File: config.mk
export PLATFORM = sky130hd
export DESIGN_NAME = ctrl_decode_pipe
export DESIGN_NICKNAME = d
export VERILOG_FILES = /design/src/rtl/ctrl_decode_pipe.sv
export SDC_FILE = /design/constraint.sdc
export NUM_CORES = 1
export LEC_CHECK = 0
export CELL_PAD_IN_SITES_DETAIL_PLACEMENT = 2
export CELL_PAD_IN_SITES_GLOBAL_PLACEMENT = 2
export CORE_MARGIN = 4
export CORE_UTILIZATION = 29
export DETAILED_ROUTE_END_ITERATION = 8
export PLACE_DENSITY = 0.8
export REMOVE_ABC_BUFFERS = 1
export SETUP_SLACK_MARGIN = 0.3
export SLEW_MARGIN = 5
export SYNTH_ARGS = -nofsm -noshare
export SYNTH_HDL_FRONTEND = slang
export SYNTH_SLANG_ARGS = --single-unit
File: constraint.sdc
create_clock -name clk -period 4.43 [get_ports clk]
set_clock_uncertainty 0.2 [all_clocks]
set_input_delay 0.886 -clock clk [delete_from_list [all_inputs] [get_ports clk]]
set_output_delay 0.886 -clock clk [all_outputs]
set_load 0.02 [all_outputs]
File: src/rtl/ctrl_decode_pipe.sv
// rtl/ctrl_decode_pipe.sv - RV32I(+M) control decoder with ID/EX control register and mul/div sequencer
module ctrl_decode_pipe #(
  parameter int MULDIV_EN  = 1,
  parameter int MUL_CYCLES = 1,
  parameter int DIV_CYCLES = 32
) (
  input  logic       clk,
  input  logic       reset,
  input  logic [6:0] op,
  input  logic [2:0] funct3,
  input  logic [6:0] funct7,
  input  logic       valid_d,
  input  logic       stall_e,
  input  logic       flush_e,
  output logic [2:0] ImmSrcD,
  output logic       RegWriteE,
  output logic       MemWriteE,
  output logic       BranchE,
  output logic       JumpE,
  output logic       ALUSrcE,
  output logic [2:0] ResultSrcE,
  output logic [3:0] ALUControlE,
  output logic [2:0] MdOpE,
  output logic       MdStartE,
  output logic       StallD,
  output logic       IllegalE
);

  localparam int MAX_CYCLES = (MUL_CYCLES > DIV_CYCLES) ? MUL_CYCLES : DIV_CYCLES;
  localparam int CNT_W = $clog2(MAX_CYCLES + 1);
  localparam logic [CNT_W-1:0] MUL_LAST = CNT_W'(MUL_CYCLES - 1);
  localparam logic [CNT_W-1:0] DIV_LAST = CNT_W'(DIV_CYCLES - 1);

  localparam logic [6:0] OP_R     = 7'b0110011;
  localparam logic [6:0] OP_I     = 7'b0010011;
  localparam logic [6:0] OP_LOAD  = 7'b0000011;
  localparam logic [6:0] OP_STORE = 7'b0100011;
  localparam logic [6:0] OP_BR    = 7'b1100011;
  localparam logic [6:0] OP_JAL   = 7'b1101111;
  localparam logic [6:0] OP_JALR  = 7'b1100111;
  localparam logic [6:0] OP_LUI   = 7'b0110111;
  localparam logic [6:0] OP_AUIPC = 7'b0010111;

  localparam logic [3:0] ALU_ADD = 4'd0, ALU_SUB = 4'd1, ALU_AND = 4'd2, ALU_OR = 4'd3,
                         ALU_XOR = 4'd4, ALU_SLT = 4'd5, ALU_SLTU = 4'd6, ALU_SLL = 4'd7,
                         ALU_SRL = 4'd8, ALU_SRA = 4'd9;

  typedef struct packed {
    logic       illegal;
    logic       reg_write;
    logic       mem_write;
    logic       branch;
    logic       jump;
    logic       alu_src;
    logic [2:0] result_src;
    logic [3:0] alu_ctrl;
    logic [2:0] md_op;
    logic       md_start;
  } ctl_t;

  typedef enum logic {S_IDLE, S_BUSY} state_t;

  ctl_t             e_d, e_q;
  logic [2:0]       imm_src_d;
  logic [3:0]       alu_f3_d;
  logic             md_d;
  logic [CNT_W-1:0] md_last_d;
  state_t           state_q;
  logic [CNT_W-1:0] cnt_q;

  // ALU op selected by funct3; SUB only on R, SRA on R or I
  always_comb begin
    alu_f3_d = ALU_AND;
    case (funct3)
      3'b000:  alu_f3_d = (op == OP_R && funct7[5]) ? ALU_SUB : ALU_ADD;
      3'b001:  alu_f3_d = ALU_SLL;
      3'b010:  alu_f3_d = ALU_SLT;
      3'b011:  alu_f3_d = ALU_SLTU;
      3'b100:  alu_f3_d = ALU_XOR;
      3'b101:  alu_f3_d = funct7[5] ? ALU_SRA : ALU_SRL;
      3'b110:  alu_f3_d = ALU_OR;
      default: alu_f3_d = ALU_AND;
    endcase
  end

  always_comb begin
    e_d       = '0;
    imm_src_d = 3'b000;
    md_d      = 1'b0;
    case (op)
      OP_R: begin
        if (MULDIV_EN != 0 && funct7 == 7'b0000001) begin
          md_d         = 1'b1;
          e_d.reg_write  = 1'b1;
          e_d.result_src = 3'b100;
          e_d.md_op      = funct3;
          e_d.md_start   = 1'b1;
        end else if (funct7 == 7'b0000000 || funct7 == 7'b0100000) begin
          e_d.reg_write = 1'b1;
          e_d.alu_ctrl  = alu_f3_d;
        end else begin
          e_d.illegal = 1'b1;
        end
      end
      OP_I: begin
        e_d.reg_write = 1'b1;
        e_d.alu_src   = 1'b1;
        e_d.alu_ctrl  = alu_f3_d;
      end
      OP_LOAD: begin
        e_d.reg_write  = 1'b1;
        e_d.alu_src    = 1'b1;
        e_d.result_src = 3'b001;
      end
      OP_STORE: begin
        e_d.mem_write = 1'b1;
        e_d.alu_src   = 1'b1;
        imm_src_d     = 3'b001;
      end
      OP_BR: begin
        e_d.branch   = 1'b1;
        e_d.alu_ctrl = ALU_SUB;
        imm_src_d    = 3'b010;
      end
      OP_JAL: begin
        e_d.reg_write  = 1'b1;
        e_d.jump       = 1'b1;
        e_d.result_src = 3'b010;
        imm_src_d      = 3'b011;
      end
      OP_JALR: begin
        e_d.reg_write  = 1'b1;
        e_d.jump       = 1'b1;
        e_d.alu_src    = 1'b1;
        e_d.result_src = 3'b010;
      end
      OP_LUI: begin
        e_d.reg_write  = 1'b1;
        e_d.alu_src    = 1'b1;
        e_d.result_src = 3'b011;
        imm_src_d      = 3'b100;
      end
      OP_AUIPC: begin
        e_d.reg_write = 1'b1;
        e_d.alu_src   = 1'b1;
        imm_src_d     = 3'b100;
      end
      default: e_d.illegal = 1'b1;
    endcase
  end

  assign md_last_d = funct3[2] ? DIV_LAST : MUL_LAST;

  // A single-cycle M op (last == 0) never enters BUSY
  always_ff @(posedge clk or posedge reset) begin
    if (reset) begin
      e_q     <= '0;
      state_q <= S_IDLE;
      cnt_q   <= '0;
    end else if (flush_e) begin
      e_q     <= '0;
      state_q <= S_IDLE;
      cnt_q   <= '0;
    end else if (stall_e || state_q == S_BUSY) begin
      e_q.md_start <= 1'b0;
      if (state_q == S_BUSY) begin
        cnt_q <= cnt_q - CNT_W'(1);
        if (cnt_q == CNT_W'(1)) state_q <= S_IDLE;
      end
    end else begin
      e_q <= valid_d ? e_d : '0;
      if (valid_d && md_d && md_last_d != '0) begin
        state_q <= S_BUSY;
        cnt_q   <= md_last_d;
      end
    end
  end

  assign ImmSrcD     = imm_src_d;
  assign RegWriteE   = e_q.reg_write;
  assign MemWriteE   = e_q.mem_write;
  assign BranchE     = e_q.branch;
  assign JumpE       = e_q.jump;
  assign ALUSrcE     = e_q.alu_src;
  assign ResultSrcE  = e_q.result_src;
  assign ALUControlE = e_q.alu_ctrl;
  assign MdOpE       = e_q.md_op;
  assign MdStartE    = e_q.md_start;
  assign StallD      = (state_q == S_BUSY);
  assign IllegalE    = e_q.illegal;

endmodule

Word level (Yosys, flattened, before mapping). Index checks and enable logic that the tools add are counted.

Register bits: 24. Latch bits: 0. Bits in writable memories: 0. ROM bits: 0. Input port bits: 22. Output and inout port bits: 21. Memories kept: 0.

$add $sub $neg: 1. Multiply operators: 0. Div/mod/pow operators: 0. Order comparisons: 0. Equal/unequal tests: 20. Shift operators: 0. Muxes and demuxes: 37. Bitwise operators: 0. Reduce and logical (&&, ||, !) cells: 15.

Operator list (number): two-way mux 17 bit (2); == test 7 x 6 -> 1 bit, second input constant (4); case mux 4 bit (7 select lines) (1); two-way mux 6 bit (4); case mux 3 bit (4 select lines) (2); == test 7 bit, second input constant (3); two-way mux 1 bit (18); two-way mux 16 bit (1); two-way mux 4 bit (4); == test 7 x 5 -> 1 bit, second input constant (2); case mux 4 bit (3 select lines) (1); OR reduction 6 bit (2); == test 3 bit, second input constant (3); OR reduction 8 bit (1); == test 7 x 1 -> 1 bit, second input constant (1); == test 7 x 2 -> 1 bit, second input constant (1); zero test 7 bit (1); == test 3 x 2 -> 1 bit, second input constant (2); == test 6 x 1 -> 1 bit, second input constant (1); nonzero test 6 bit (1); subtractor 6 x 1 -> 6 bit, second input constant (1); two-way mux 5 bit (1); case mux 1 bit (2 select lines) (2); OR reduction 2 bit (2); other kinds (9) (12).

Depth between registers and ports, before layout.
Depth after elaboration: 10. Gate-level depth with buffers: 7. Gate-level depth less buffers: 7.

Worst setup path before layout. Ideal clock, no wire load.

Path type: input to output. Start point: input op[5]. End point: output ImmSrcD[1]. Data arrival time: 1790 ps. Data required time: 3344 ps. Path slack: 1554 ps. Cell stages on the path: 3. Buffers on the path: 1. Cell sequence: clkbuf_1 -> nand3b_1 -> nor3_1.

Cells in the longest elaborated chain, start to end: 3.

Ends and longest elaborated chain: start: declaration (RTL line 9) `input logic [6:0] op,`; == test 7 x 5 -> 1 bit or == test 7 x 6 -> 1 bit (tied branches) (RTL line 90) `case (op)`; OR reduction 2 bit (no line); case mux 3 bit (4 select lines) (*) (RTL line 90); end: declaration (RTL line 15) `output logic [2:0] ImmSrcD,`.

Every way passes the cells marked *; elsewhere a longest branch is shown, timed or not.

Worst setup path in the final report.
Start point: input op[4]. End point: output ImmSrcD[2].

Same word-level chain as after synthesis.

==> results.py <==
metrics = {
    "synthesis": {
        "syn_area_per_cell_um2": 9.47,
        "synth_cell_types": 43,
        "ys_seq_area_frac": 0.434,
        "syn-cell-area_mm2": 0.00138,
        "yosys_warnings": 0,
        "synth-seq-cells": 24,
        "synth_edf_count": 0,
        "synth_flop_cell": "dfrtp_1",
        "syn_inst": 146,
        "async_reset_ff_frac": 1.00,
    },
    "floorplan": {
        "io_pins": 43,
        "fp-row-count": 24,
        "initial_core_util": 0.309,
        "die_w_um": 77.0,
        "die_h_um": 77.0,
        "die_area_mm2": 0.00594,
        "core_area_mm2": 0.00447,
    },
    "run": {
        "cap_violations": 0,
    },
    "routing": {
        "dr.first_iter.drc_count": 35,
        "via_per_inst": 5.53,
        "wl_per_cell_um": 18.8,
        "vias": 1315,
        "firstDrtPassIters": 4,
        "ant_nets": 0,
        "drc_errors": 0,
        "routed_wl_um": 4480,
    },
    "setup_path": {
        "endpoint_kind": "output pin",
        "cp-start-kind": "input port",
        "path_class": "input port to output pin",
        "critPathRequiredTime_ps": 3340,
        "cp_max_fo": 6,
        "r2r-end": "cnt_q[5]",
        "worstPathArrival_ps": 2720,
        "timing.rr.start": "StallD",
        "worst_r2r_path_depth": 5,
        "reg2reg_slack_ps": 2210,
    },
    "sta": {
        "hold_viol_final": 0,
        "timing.slew.headroom": 0.349,
        "rsz0062_at_grt": "no",
        "fmax_mhz": 262,
        "layout_min_cycle_time_ps": 3810,
        "final-setup-viol-count": 0,
        "setup_tns_ps": 0,
        "finalCritPeriodShare": 0.860,
        "worst_slew_pin_slew_ps": 975,
        "slew_viol_final": 0,
    },
    "clocking": {
        "cts_hold_buf": 0,
        "htree_levels": 1,
        "numCtsBuffers": 3,
        "root_buffer": "clkbuf_8",
        "clk_latency_ps": 270,
        "post_cts_resized": 0,
        "clk_pin_slew_ps": 90,
        "postCtsSetupBuffers": 0,
        "clock_path_buffers": 2,
        "tritoncts": "built",
        "clock_sinks": 24,
    },
    "global_routing": {
        "antenna_found_initial": 0,
        "grt_pass1_wl_um": 7560,
        "overflow": 0,
        "track_usage": 0.157,
        "grt_max_degree": 25,
        "grt_pass1_vias": 1495,
    },
    "placement": {
        "post-dp-hpwl_um": 3530,
        "placed_cell_area_mm2": 0.00185,
        "gp_congestion": 0.872,
        "port_buffers": 42,
    },
    "min_path": {
        "hold_class": "flip-flop to flip-flop",
        "min_delay_worst_endpoint": "JumpE",
        "worstHoldStart": "JumpE",
        "holdPathStages": 2,
    },
    "pwr": {
        "leakage_nw": 0.810,
        "irDropWorstVdd_uv": 102,
        "powerDensity_mw_per_mm2": 243,
    },
    "final_layout": {
        "layout-drive-gt1-share": 0.0860,
        "n_antenna_cell": 0,
        "nets": 211,
        "syn2layout_area_growth_pct": 37.5,
        "design_area_mm2": 0.00190,
    },
    "status": {
        "status": "completed",
    },
}
==> flip-flops by register name (all words and copies together) (netlist names) <==
signal / count
ALUControlE: 4
ALUSrcE: 1
BranchE: 1
IllegalE: 1
JumpE: 1
MdOpE: 3
MdStartE: 1
MemWriteE: 1
RegWriteE: 1
ResultSrcE: 3
StallD: 1
cnt_q: 6
==> metrics by stage <==
step           cells   util  power, mW  hold WS (ps)  setup WS (ps)
2_1_floorplan    139      -      0.267           273           1580
3_5_place_dp     234  0.412      0.312           277            633
4_1_cts          238  0.425      0.470           300            615
3_3_place_gp     234  0.412      0.307           253            655
6_report         238  0.425      0.462           289            620
5_1_grt          238  0.425      0.483           316            541
==> where the power goes <==
group / internal, mW / leakage, nW / switching (mW) / total (mW)
combinational: 0.0358 / 0.450 / 0.0457 / 0.0815
clock: 0.0795 / 0.0288 / 0.0760 / 0.155
sequential: 0.223 / 0.332 / 0.00287 / 0.225
total: 0.338 / 0.810 / 0.125 / 0.462
==> kinds of logic (layout without fill, tap and decap cells) <==
group | after synthesis | count (layout) | share of synthesized area
xor gates and xnor gates | 4 | 4 | 0.0253
and+or+nand+nor | 65 | 65 | 0.281
DFF | 24 | 24 | 0.434
AOI/OAI and AO/OA | 40 | 40 | 0.209
buffers and inverters | 11 | 51 | 0.0326
adders and majority gates | 2 | 2 | 0.0181
==> worst max path at each step <==
stage	slack [ps]	endpoint	cells past startpoint	startpoint
floorplan	1580	ImmSrcD[2]	2	op[4]
global placement	660	ImmSrcD[2]	4	op[4]
detailed placement	630	ImmSrcD[2]	4	op[4]
CTS	610	ImmSrcD[2]	4	op[4]
global route	540	ImmSrcD[2]	4	op[6]
finish	620	ImmSrcD[2]	4	op[4]
==> area by class of cell <==
| cell class | count | area (um2) |
|---|---|---|
| fill | 490 | 2570 |
| inverter | 4 | 15.0 |
| tap | 52 | 65.1 |
| multi-input combinational | 111 | 737 |
| timing repair buffer | 43 | 428 |
| clock buffer | 4 | 55.1 |
| sequential | 24 | 601 |
==> worst max-delay path, stage by stage <==
cell and delay [ps]:
clkdlybuf4s50_1 560, or2b_2 380, nor3_1 250, clkdlybuf4s50_1 660
==> synthesized netlist by cell type (3+ instances only) <==
master	n	area (um2)
a22o_1	5	43.8
buf_2	3	15.0
clkbuf_1	4	15.0
xor2_1	3	26.3
inv_1	4	15.0
o21ai_0	11	55.1
dfrtp_1	24	601
nand2_1	15	56.3
nand3_1	3	15.0
a21oi_1	8	40.0
nor3_1	10	50.1
nor2_1	14	52.6
nor2b_1	4	25.0
==> cell usage in the layout (no fill, tap or decap), types with 4 or more instances in the layout <==
| cell type | Yosys | layout |
|---|---|---|
| a21oi_1 | 8 | 8 |
| a22o_1 | 5 | 5 |
| clkbuf_8 | 0 | 4 |
| clkdlybuf4s50_1 | 0 | 42 |
| dfrtp_1 | 24 | 24 |
| inv_1 | 4 | 4 |
| nand2_1 | 15 | 15 |
| nor2_1 | 14 | 14 |
| nor2b_1 | 4 | 4 |
| nor3_1 | 10 | 10 |
| o21ai_0 | 11 | 11 |
==> metal layers <==
| metal | vias up | share of wire | global-route usage |
|---|---|---|---|
| li1 | 611 | - | - |
| met1 | 666 | 0.45 | 0.196 |
| met2 | 32 | 0.49 | 0.272 |
| met3 | 6 | 0.033 | 0.0269 |
| met4 | 0 | 0.020 | 0.0516 |
| met5 | - | 0 | 0 |
(Power assumes the default switching activity.)
